==> src/rtl/disp_sched.sv <==
// Round-robin display scheduler: picks one of four requesters, strobes its value
// into the display driver and keeps it shown for at least DWELL cycles.
module disp_sched #(
    parameter logic [23:0] DWELL = 24'd5_000_000
) (
    input  logic        clk,
    input  logic        rst,
    input  logic [3:0]  req,
    input  logic [43:0] req_data,
    input  logic        lock,
    output logic [3:0]  ack,
    output logic        disp_sel,
    output logic [10:0] disp_data,
    output logic [1:0]  cur_src,
    output logic        busy
);

    typedef enum logic [1:0] {IDLE, LOAD, HOLD} state_t;

    state_t      state, state_nx;
    logic [23:0] dwell_cnt, dwell_cnt_nx;
    logic [1:0]  last_grant, last_grant_nx;
    logic [3:0]  ack_nx;
    logic        sel_nx, busy_nx;
    logic [10:0] data_nx;
    logic [1:0]  src_nx;

    logic        found;
    logic [1:0]  winner, cand;

    // Search starts just past the last grant; the last granted index is tried last.
    always_comb begin
        found  = 1'b0;
        winner = last_grant;
        cand   = last_grant;
        for (int k = 1; k <= 4; k++) begin
            cand = last_grant + 2'(k);
            if (!found && req[cand]) begin
                found  = 1'b1;
                winner = cand;
            end
        end
    end

    // cur_src doubles as the grant register for the LOAD cycle.
    always_comb begin
        state_nx      = state;
        dwell_cnt_nx  = dwell_cnt;
        last_grant_nx = last_grant;
        ack_nx        = 4'b0000;
        sel_nx        = 1'b0;
        busy_nx       = busy;
        data_nx       = disp_data;
        src_nx        = cur_src;
        case (state)
            IDLE: begin
                if (found) begin
                    state_nx = LOAD;
                    src_nx   = winner;
                    data_nx  = req_data[11*winner +: 11];
                    ack_nx   = 4'b0001 << winner;
                    sel_nx   = 1'b1;
                    busy_nx  = 1'b1;
                end
            end
            LOAD: begin
                last_grant_nx = cur_src;
                dwell_cnt_nx  = 24'd0;
                state_nx      = HOLD;
            end
            HOLD: begin
                if (!lock) begin
                    if (dwell_cnt == DWELL - 24'd1) begin
                        state_nx = IDLE;
                        busy_nx  = 1'b0;
                    end else begin
                        dwell_cnt_nx = dwell_cnt + 24'd1;
                    end
                end
            end
            default: state_nx = IDLE;
        endcase
    end

    always_ff @(posedge clk) begin
        if (rst) begin
            state      <= IDLE;
            dwell_cnt  <= 24'd0;
            last_grant <= 2'd3;
            ack        <= 4'b0000;
            disp_sel   <= 1'b0;
            disp_data  <= 11'd0;
            cur_src    <= 2'd0;
            busy       <= 1'b0;
        end else begin
            state      <= state_nx;
            dwell_cnt  <= dwell_cnt_nx;
            last_grant <= last_grant_nx;
            ack        <= ack_nx;
            disp_sel   <= sel_nx;
            disp_data  <= data_nx;
            cur_src    <= src_nx;
            busy       <= busy_nx;
        end
    end

endmodule
==> config.mk <==
export PLATFORM = sky130hd
export DESIGN_NAME = disp_sched
export DESIGN_NICKNAME = d
export VERILOG_FILES = /design/src/rtl/disp_sched.sv
export SDC_FILE = /design/constraint.sdc
export NUM_CORES = 1
export LEC_CHECK = 0
export CAP_MARGIN = 25
export CORE_MARGIN = 2
export CORE_UTILIZATION = 43
export CTS_CLUSTER_DIAMETER = 40
export CTS_CLUSTER_SIZE = 10
export DETAILED_ROUTE_END_ITERATION = 6
export GPL_TIMING_DRIVEN = 0
export PLACE_DENSITY = 0.75
export SLEW_MARGIN = 15
export SYNTH_ARGS = -nofsm -noshare
export SYNTH_HDL_FRONTEND = slang
export SYNTH_SLANG_ARGS = --single-unit
export TNS_END_PERCENT = 10
==> constraint.sdc <==
create_clock -name clk -period 1.87 [get_ports clk]
set_clock_uncertainty 0.1 [all_clocks]
set_input_delay 0.374 -clock clk [delete_from_list [all_inputs] [get_ports clk]]
set_output_delay 0.374 -clock clk [all_outputs]
set_load 0.02 [all_outputs]
Word level (Yosys, flattened, before mapping)

Cells that the tools add are included.

Output and inout bits: 19
Register bits: 47
Bits of input ports: 51
Word-level logic and storage cells: 71

Reduce and logical (&&, ||, !) cells: 15
$lt $le $gt $ge: 4
$add $sub $neg: 4
Equal/unequal tests: 7
Bitwise logic cells: 2
Shift operators: 2
Multipliers: 1
Mux-type cells: 28

Operators with widths:

| cell                    | count |
|---|---|
| $mux W24                | 2 |
| $pmux W24 S2            | 1 |
| $shiftx A44 B7 Y11      | 1 |
| $add A24 B1 Y24 const B | 1 |
| $eq A24 B23 Y1 const B  | 1 |
| $mux W2                 | 7 |
| $lt A2 B3 Y1 const B    | 4 |
| $mux W1                 | 12 |
| $bmux W1 S2             | 4 |
| $ne A2 B2 Y1 const B    | 4 |
| $mul A4 B2 Y6 const A   | 1 |
| $pmux W2 S3             | 1 |
| $reduce_and A3 Y1       | 2 |
| $add A2 B2 Y2 const B   | 2 |
| $reduce_and A4 Y1       | 1 |
| $reduce_bool A2 Y1      | 2 |
| $shl A1 B2 Y4 const A   | 1 |
| $logic_and A1 B1 Y1     | 3 |
| $logic_not A1 Y1        | 3 |
| $reduce_or A3 Y1        | 1 |
| $add A2 B1 Y2 const B   | 1 |
| $eq A2 B1 Y1 const B    | 1 |
| $eq A2 B2 Y1 const B    | 1 |
| $logic_not A2 Y1        | 1 |
| 4 further kinds         | 5 |

Longest topological paths before layout

Gate-level depths: netlist of the first run.

Depth in word-level cells: 15
Depth in mapped cells: 7
Depth with buffers taken out: 6

Least setup slack after synthesis of the first run

Ideal clock, no wire load.

Path kind: reg2reg
Start: reg dwell_cnt[0]
End: reg dwell_cnt[9]
Setup time: 70 ps
Path buffers: 0
Arrival: 1626 ps
Cell stages (with the launch flop): 7
Clock period less this slack: 1796 ps
Path slack: 74 ps
Cells stage by stage: dfxtp_1 > ha_1 > and2_1 > nand4_1 > o21ai_2 > or4_1 > a21oi_1

Cells in the longest elaborated chain, start to end: 4
Elaborated cells between the ends (all ways): 7

RTL lines:

| item                     | line | RTL |
|---|---|---|
| start: declaration       | 21   | `logic [23:0] dwell_cnt, dwell_cnt_nx;` |
| start signal: assignment | 97   | `dwell_cnt <= dwell_cnt_nx;` |
| $add A24 B1 Y24          | 77   | `dwell_cnt_nx = dwell_cnt + 24'd1;` |
| $mux W24                 | 73   | `if (dwell_cnt == DWELL - 24'd1) begin` |
| $mux W24                 | 72   | `if (!lock) begin` |
| $pmux W24 S2             | 55   | `case (state)` |

Several ways; a longest one is shown, not always the timed one. The select of a mux whose other input is x is not followed.
A chain may end at the register's enable or synchronous reset.

Worst setup path in the final report of the first run

Start: reg dwell_cnt[0]
End: reg dwell_cnt[15]

The elaborated chain is that of the path after synthesis.

==> reports/qor.yml, run 1 <==
flow_run:
  maxCapViolations: 0
placement:
  port_buffers: 69
  dp.cells: 433
  gp_congestion: 0.9118
  dp_hpwl_mm: 4.915
power_and_ir_drop:
  vdd_drop_max_mv: 0.6048
  p_clk_share_pct: 23.4
  p_seq_share_pct: 45.2
  leakagePower_uw: 0.001371
  internal_power_uw: 1733
  powerDensity_nw_per_um2: 691.8
  swShare_pct: 31.20
  p_sw_uw: 785.9
  pwr-share-comb_pct: 31.5
critical_path:
  crit_buf_inv: 1
  worstSetupStartpointType: "flop"
  reg2reg_depth: 7
  slowest_delay_ns: 0.37
  cp_slowest_cell: "dfxtp_4"
  cp_cell_sequence: "ha_2 > and2_4 > nand4_1 > o21ai_4 > buf_6 > o31a_1 > o21a_1"
  critPathCaptureType: "flop"
  critPathKind: "reg -> reg"
  crit_family: "compound AO/OA/AOI/OAI gates"
  cp.depth: 7
  worstPathMaxFanout: 6
  required_ns: 1.97
  arrival_ns: 1.94
clocking:
  h-tree-depth: 2
  clock_sinks: 47
  clock_latency_ns: 0.30
  cts_buffers: 5
  ctsHoldBuffers: 0
  clk_path_buf_depth: 2
  cts_tree: "done"
  cts_root_buffer: "clkbuf_8"
  path_clk_slew_ns: 0.09
timing:
  finalCritPeriodShare_pct: 98.49
  rsz0062_at_grt: "yes"
  max_freq_mhz: 543.0
  setup_viol: 0
  worst_pin_slew_ns: 0.5544
  drv_slew: 0
  slew_headroom_pct: 62.90
  whs_ns: 0.2589
  hold_viol_final: 0
  min_period_ns: 1.842
global_route:
  grt_pass1_wl_mm: 10.37
  grt_remaining_overflow: 0
  antenna_found_initial: 0
  grt_max_degree: 14
  grt_use_total_pct: 20.17
  grt_pass1_vias: 2229
finish:
  layout-drive-gt1-share_pct: 19.20
  final_cell_count_no_fill: 450
  diodes: 0
  fin_nets: 426
  post-route-util_pct: 62.61
  areaGrowthSynthToFinish_pct: 43.07
drt:
  drt_iter0_drc: 143
  vias: 2522
  wl_mm: 6.829
  wire_per_inst_um: 15.18
  postRouteAntennaNets: 0
  first_pass_iters: 4
  drc: 0
  via_per_inst: 5.604
logic_synthesis:
  yosys.cell_types.count: 49
  synth_top_area_share_pct: 36.97
  ys_seq_area_share_pct: 36.97
  yosysTopAreaCell: "dfxtp_1"
  yosys-top-cells-area: "dfxtp_1 37%, mux2i_1 4.3%, nand2_1 4.3%, nand4_1 4.2%, o31ai_1 4.1%"
  avgSynthCellArea_um2: 8.806
  synth_ff_type: "dfxtp_1"
  syn_area_um2: 2545
  synthArstFlopShare_pct: 0
  syn_inst: 289
  ys.warnings.count: 0
  synth-edff-count: 0
  ys_ff_latch: 47
  synthesis.nets: 341
floorplanning:
  pin_count: 70
  die-width_um: 80.93
  die_area_um2: 6550
  start_util_pct: 43.76
  core_um2: 5816
  die_y_um: 80.93
  fp-row-count: 28
worst_hold_path:
  hold_path.class: "in -> reg"
  holdPathStages: 2
outcome:
  status: "completed"
Yosys cell counts (7+ instances only):
| master | n |
|---|---|
| nand2b_1 | 7 |
| nand3_1 | 13 |
| mux2i_1 | 11 |
| nor4_1 | 7 |
| o31ai_1 | 14 |
| a21o_1 | 13 |
| o211ai_1 | 11 |
| dfxtp_1 | 47 |
| clkbuf_1 | 10 |
| o211ai_2 | 7 |
| nand2_1 | 29 |
| a21oi_1 | 9 |
| nor2_1 | 18 |
| xnor2_1 | 7 |
| nand4_1 | 17 |
timing repair:
item                       CTS  global route
pin swaps                    4            12
buffers inserted             3             6
gates resized for setup     25            39
cloned                       0             1
setup endpoints to repair   40            38
power groups by stage:
stage	sequential [uW]	clock (uW)	combinational [uW]
2_1_floorplan	1230	0	329
3_3_place_gp	1160	0	731
3_5_place_dp	1160	0	735
4_1_cts	1140	606	762
5_1_grt	1150	650	854
6_report	1140	589	793
final cells by class:
cell class / instances / area (um^2)
timing repair buffer: 79 / 754.5
clock inverter: 1 / 5.005
inverter: 3 / 11.26
buffer: 14 / 77.57
clock buffer: 7 / 76.32
fill: 520 / 2175
tap: 75 / 93.84
sequential: 47 / 962.2
multi-input combinational: 224 / 1660
through the flow:
step,setup WS [ns],power (uW),instance area (um^2),TNS [ns]
finish,0.02824,2519,3641,0
global route,-0.04609,2651,3641,-0.2634
CTS,-0.06555,2504,3500,-0.3045
detailed placement,-0.7570,1892,3329,-18.29
global placement,-0.7351,1886,3329,-17.61
floorplan,0.07418,1561,2545,0
flip-flops by register name, summed over array words and instances, names as in the netlist:
name / flops
dwell_cnt: 24
busy: 1
disp_data: 11
last_grant: 2
state: 2
disp_sel: 1
ack: 4
cur_src: 2
cells in the final DEF (no fill, tap or decap), drive strengths merged, types with 3 or more instances in the layout:
master         count
inv                3
xor2               4
mux2i             11
o31ai             14
and4               3
nor4b              3
and3               5
dfxtp             47
or3                4
nor3               5
nand3             13
nor2              18
clkbuf            21
nand2             30
o21ai              7
o21a               3
a21o              13
buf               14
nand2b             7
o211ai            18
clkdlybuf4s50     63
xnor2              7
and2               3
a21oi              9
nor4               9
nand4             18
or4                6
logic make-up after synthesis:
logic type	Yosys count	synth area share [%]
flops	47	36.97
mux	11	4.327
xor+xnor	11	3.786
compound gates	69	20.65
simple gates	132	30.53
fa+ha+maj	1	0.4916
buf+inv	18	3.245
final timing paths:
check                             from                    endpoint  slack, ns
min                                rst         disp_sel$_SDFF_PP0_       0.26
min reg2reg  disp_data[1]$_SDFFE_PP0P_   disp_data[1]$_SDFFE_PP0P_       0.37
max          dwell_cnt[0]$_SDFFE_PP0P_  dwell_cnt[15]$_SDFFE_PP0P_       0.03
max reg2reg  dwell_cnt[0]$_SDFFE_PP0P_  dwell_cnt[15]$_SDFFE_PP0P_       0.03
routing by layer:
metal | share of wire, % | global-route usage (%) | wire [um] | vias up
li1 | - | - | - | 1265
met1 | 45 | 27.75 | 3106 | 1198
met2 | 49 | 32.07 | 3319 | 53
met3 | 4.5 | 3.222 | 308 | 6
met4 | 1.4 | 6.949 | 93 | 0
met5 | 0 | 0 | 0 | -
Power figures use the tool's default switching activity.
==> run 2, diff against run 1 <==
--- a/config.mk
+++ b/config.mk
@@ -5,7 +5,7 @@
 export SDC_FILE = /design/constraint.sdc
 export NUM_CORES = 1
 export LEC_CHECK = 0
-export CAP_MARGIN = 25
+export CAP_MARGIN = 0
 export CORE_MARGIN = 2
 export CORE_UTILIZATION = 43
 export CTS_CLUSTER_DIAMETER = 40
@@ -13,6 +13,7 @@
 export DETAILED_ROUTE_END_ITERATION = 6
 export GPL_TIMING_DRIVEN = 0
 export PLACE_DENSITY = 0.75
+export REMOVE_ABC_BUFFERS = 1
 export SLEW_MARGIN = 15
 export SYNTH_ARGS = -nofsm -noshare
 export SYNTH_HDL_FRONTEND = slang
==> reports/qor.yml, run 2 (synthesis results as in run 1) <==
drt:
  wire_per_inst_um: 16.18  # was 15.18 um
  drt_iter0_drc: 77  # was 143
  postRouteAntennaNets: 0  # unchanged
  vias: 2564  # was 2,522
  first_pass_iters: 4  # unchanged
  drc: 0  # unchanged
  via_per_inst: 5.801  # was 5.604
  wl_mm: 7.153  # was 6.829 mm
global_route:
  antenna_found_initial: 0  # unchanged
  grt_pass1_vias: 2467  # was 2,229
  grt_pass1_wl_mm: 11.47  # was 10.37 mm
  grt_use_met1_pct: 26.27  # was 27.75%
  gr-usage-met3_pct: 4.556  # was 3.222%
  grt_max_degree: 20  # was 14
  gr-usage-met2_pct: 40.66  # was 32.07%
  busiest_layer: "met2"  # unchanged
  grt_use_total_pct: 22.42  # was 20.17%
  grt_remaining_overflow: 0  # unchanged
power_and_ir_drop:
  p_seq_share_pct: 43.2  # was 45.2%
  pwr-share-comb_pct: 31.5  # about the same
  p_sw_uw: 800.0  # was 785.9 uW
  swShare_pct: 30.39  # was 31.20%
  leakagePower_uw: 0.001367  # was 0.001371 uW
  internal_power_uw: 1832  # was 1733 uW
  p_clk_share_pct: 25.4  # was 23.4%
  vdd_drop_max_mv: 0.4097  # was 0.6048 mV
  powerDensity_nw_per_um2: 711.0  # was 691.8 nW/um^2
critical_path:
  r2r_end: "dwell_cnt[2]$_SDFFE_PP0P_"  # was dwell_cnt[15]$_SDFFE_PP0P_
  worstPathMaxFanout: 5  # was 6
  r2r_start: "dwell_cnt[13]$_SDFFE_PP0P_"  # was dwell_cnt[0]$_SDFFE_PP0P_
  crit_buf_inv: 1  # unchanged
  slowest_delay_ns: 0.36  # was 0.37 ns
  required_ns: 1.97  # about the same
  crit_family: "simple AND/OR/NAND/NOR gates"  # was compound AO/OA/AOI/OAI gates
  crit_path_start: "dwell_cnt[13]$_SDFFE_PP0P_"  # was dwell_cnt[0]$_SDFFE_PP0P_
  endpoint: "dwell_cnt[2]$_SDFFE_PP0P_"  # was dwell_cnt[15]$_SDFFE_PP0P_
  reg2reg_depth: 6  # was 7
  cp.depth: 6  # was 7
  critPathKind: "reg -> reg"  # unchanged
  cp_cell_sequence: "nor4b_2 > nand4_1 > buf_4 > o211ai_1 > xnor2_1 > and2_1"  # was ha_2 > and2_4 > nand4_1 > o21ai_4 > buf_6 > o31a_1 > o21a_1
  arrival_ns: 1.93  # was 1.94 ns
  critPathCaptureType: "flop"  # unchanged
  r2r_slack_ns: 0.04  # was 0.03 ns
  worstSetupStartpointType: "flop"  # unchanged
  cp_slowest_cell: "nor4b_2"  # was dfxtp_4
finish:
  layout-drive-gt1-share_pct: 19.89  # was 19.20%
  final_cell_mix: "63 x clkdlybuf4s50_1, 35 x dfxtp_1, 29 x nand2_1"  # was 63 x clkdlybuf4s50_1, 36 x dfxtp_1, 29 x nand2_1
  post-route-util_pct: 63.66  # was 62.61%
  multi_input_area_um2: 1705  # was 1660 um^2
  areaGrowthSynthToFinish_pct: 45.48  # was 43.07%
  largest_register_ffs: 24  # unchanged
  n_fill_cell: 497  # was 520
  regMostFlops: "dwell_cnt"  # unchanged
  fin_nets: 418  # was 426
  largestRegisters: "dwell_cnt: 24 flops, disp_data: 11 flops, ack: 4 flops"  # unchanged
  final_common_cell: "clkdlybuf4s50_1"  # unchanged
  diodes: 0  # unchanged
  seq_area_um2: 965.9  # was 962.2 um^2
flow_run:
  maxCapViolations: 0  # unchanged
clocking:
  cts_tree: "done"  # unchanged
  clock_latency_ns: 0.30  # about the same
  clock_sinks: 47  # unchanged
  cts_root_buffer: "clkbuf_8"  # unchanged
  ctsHoldBuffers: 0  # unchanged
  path_clk_slew_ns: 0.09  # about the same
  h-tree-depth: 2  # unchanged
  clk_path_buf_depth: 2  # unchanged
  cts_buffers: 5  # unchanged
timing:
  slew_headroom_pct: 58.31  # was 62.90%
  finalCritPeriodShare_pct: 97.99  # was 98.49%
  worst_slack_ns: 0.03751  # was 0.02824 ns
  setup_viol: 0  # unchanged
  drv_slew: 0  # unchanged
  hold_viol_final: 0  # unchanged
  max_freq_mhz: 545.7  # was 543.0 MHz
  rsz0062_at_grt: "yes"  # unchanged
  worst_pin_slew_ns: 0.6206  # was 0.5544 ns
  min_period_ns: 1.832  # was 1.842 ns
floorplanning:
  fp-row-count: 28  # unchanged
  start_util_pct: 43.76  # unchanged
  pin_count: 70  # unchanged
  die_y_um: 80.93  # unchanged
  die_area_um2: 6550  # unchanged
  core_um2: 5816  # unchanged
  die-width_um: 80.93  # unchanged
placement:
  dp_hpwl_mm: 4.840  # was 4.915 mm
  gp_congestion: 0.8671  # was 0.9118
  dp_slack_ns: -1.033  # was -0.7570 ns
  port_buffers: 69  # unchanged
worst_hold_path:
  hp-start: "cur_src[1]$_SDFFE_PP0P_"  # was rst
  hold_path.class: "reg -> reg"  # was in -> reg
outcome:
  status: "completed"  # unchanged
-- run 2: cell count changes in the layout (fill, tap and decap cells not counted), moves of 2 or more --
| cell | change |
|---|---|
| buf_12 | +2 |
| o21ai_1 | -2 |
| nand2b_1 | -2 |
| a21oi_2 | -2 |
| clkbuf_1 | -7 |
| dlymetal6s2s_1 | -2 |
| clkbuf_2 | -8 |
| nand2b_4 | +2 |
| clkbuf_8 | +2 |
| a21oi_4 | +2 |
| dlygate4sd2_1 | +4 |
| buf_6 | -2 |
| o21ai_0 | +2 |
-- run 2: worst min path at each step --
stage,to,slack (ns),cells after the start
4_1_cts,disp_data[1]$_SDFFE_PP0P_,0.37,2
3_3_place_gp,disp_data[1]$_SDFFE_PP0P_,0.34,2
5_1_grt,cur_src[1]$_SDFFE_PP0P_,0.39,2
6_report,cur_src[1]$_SDFFE_PP0P_,0.37,2
2_1_floorplan,dwell_cnt[0]$_SDFFE_PP0P_,0.34,1
3_5_place_dp,disp_data[1]$_SDFFE_PP0P_,0.35,2
-- run 2: timing repair --
| action | 4_1_cts | 5_1_grt |
|---|---|---|
| buffers inserted | 9 | 4 |
| gates cloned | 2 | 0 |
| pin swaps | 6 | 12 |
| gates resized for setup | 38 | 25 |
| setup endpoints to repair | 32 | 32 |
-- run 2: cell type report --
| type | count | share of cell area [%] |
|---|---|---|
| Clock buffer | 8 | 2.704 |
| Timing Repair Buffer | 84 | 22.30 |
| Sequential cell | 47 | 26.09 |
| Tap cell | 75 | 2.535 |
| Inverter | 3 | 0.3042 |
| Multi-Input combinational cell | 225 | 46.06 |
-- run 2: through the flow --
stage | area (um^2) | instances | TNS, ns | total power, uW | hold slack [ns]
after floorplan | 2474 | 274 | -1.202 | 1534 | 0.3431
after global placement | 3258 | 418 | -25.62 | 1858 | 0.3435
after detailed placement | 3271 | 419 | -24.87 | 1874 | 0.3484
after CTS | 3587 | 438 | -0.07234 | 2636 | 0.3709
after global routing | 3702 | 442 | -0.2873 | 2767 | 0.3882
final | 3702 | 442 | 0 | 2632 | 0.3676
-- run 2: metal layers --
| layer | up-vias | wire, um |
|---|---|---|
| li1 | 1250 | - |
| met4 | 0 | 100 |
| met1 | 1228 | 2990 |
| met5 | - | 0 |
| met2 | 75 | 3543 |
| met3 | 11 | 519 |
-- run 2: power groups by stage --
stage	sequential (uW)	combinational (uW)	clock, uW
global route	1150	887	731
CTS	1140	811	690
finish	1140	828	668
detailed placement	1160	718	0
floorplan	1230	302	0
global placement	1160	703	0
-- run 2: worst register-to-register path, cell delays in order (launching register included) --
cell      delay [ns]
dfxtp_2         0.35
nor4b_2         0.36
nand4_1         0.27
buf_4           0.22
o211ai_1        0.20
xnor2_1         0.09
and2_1          0.15
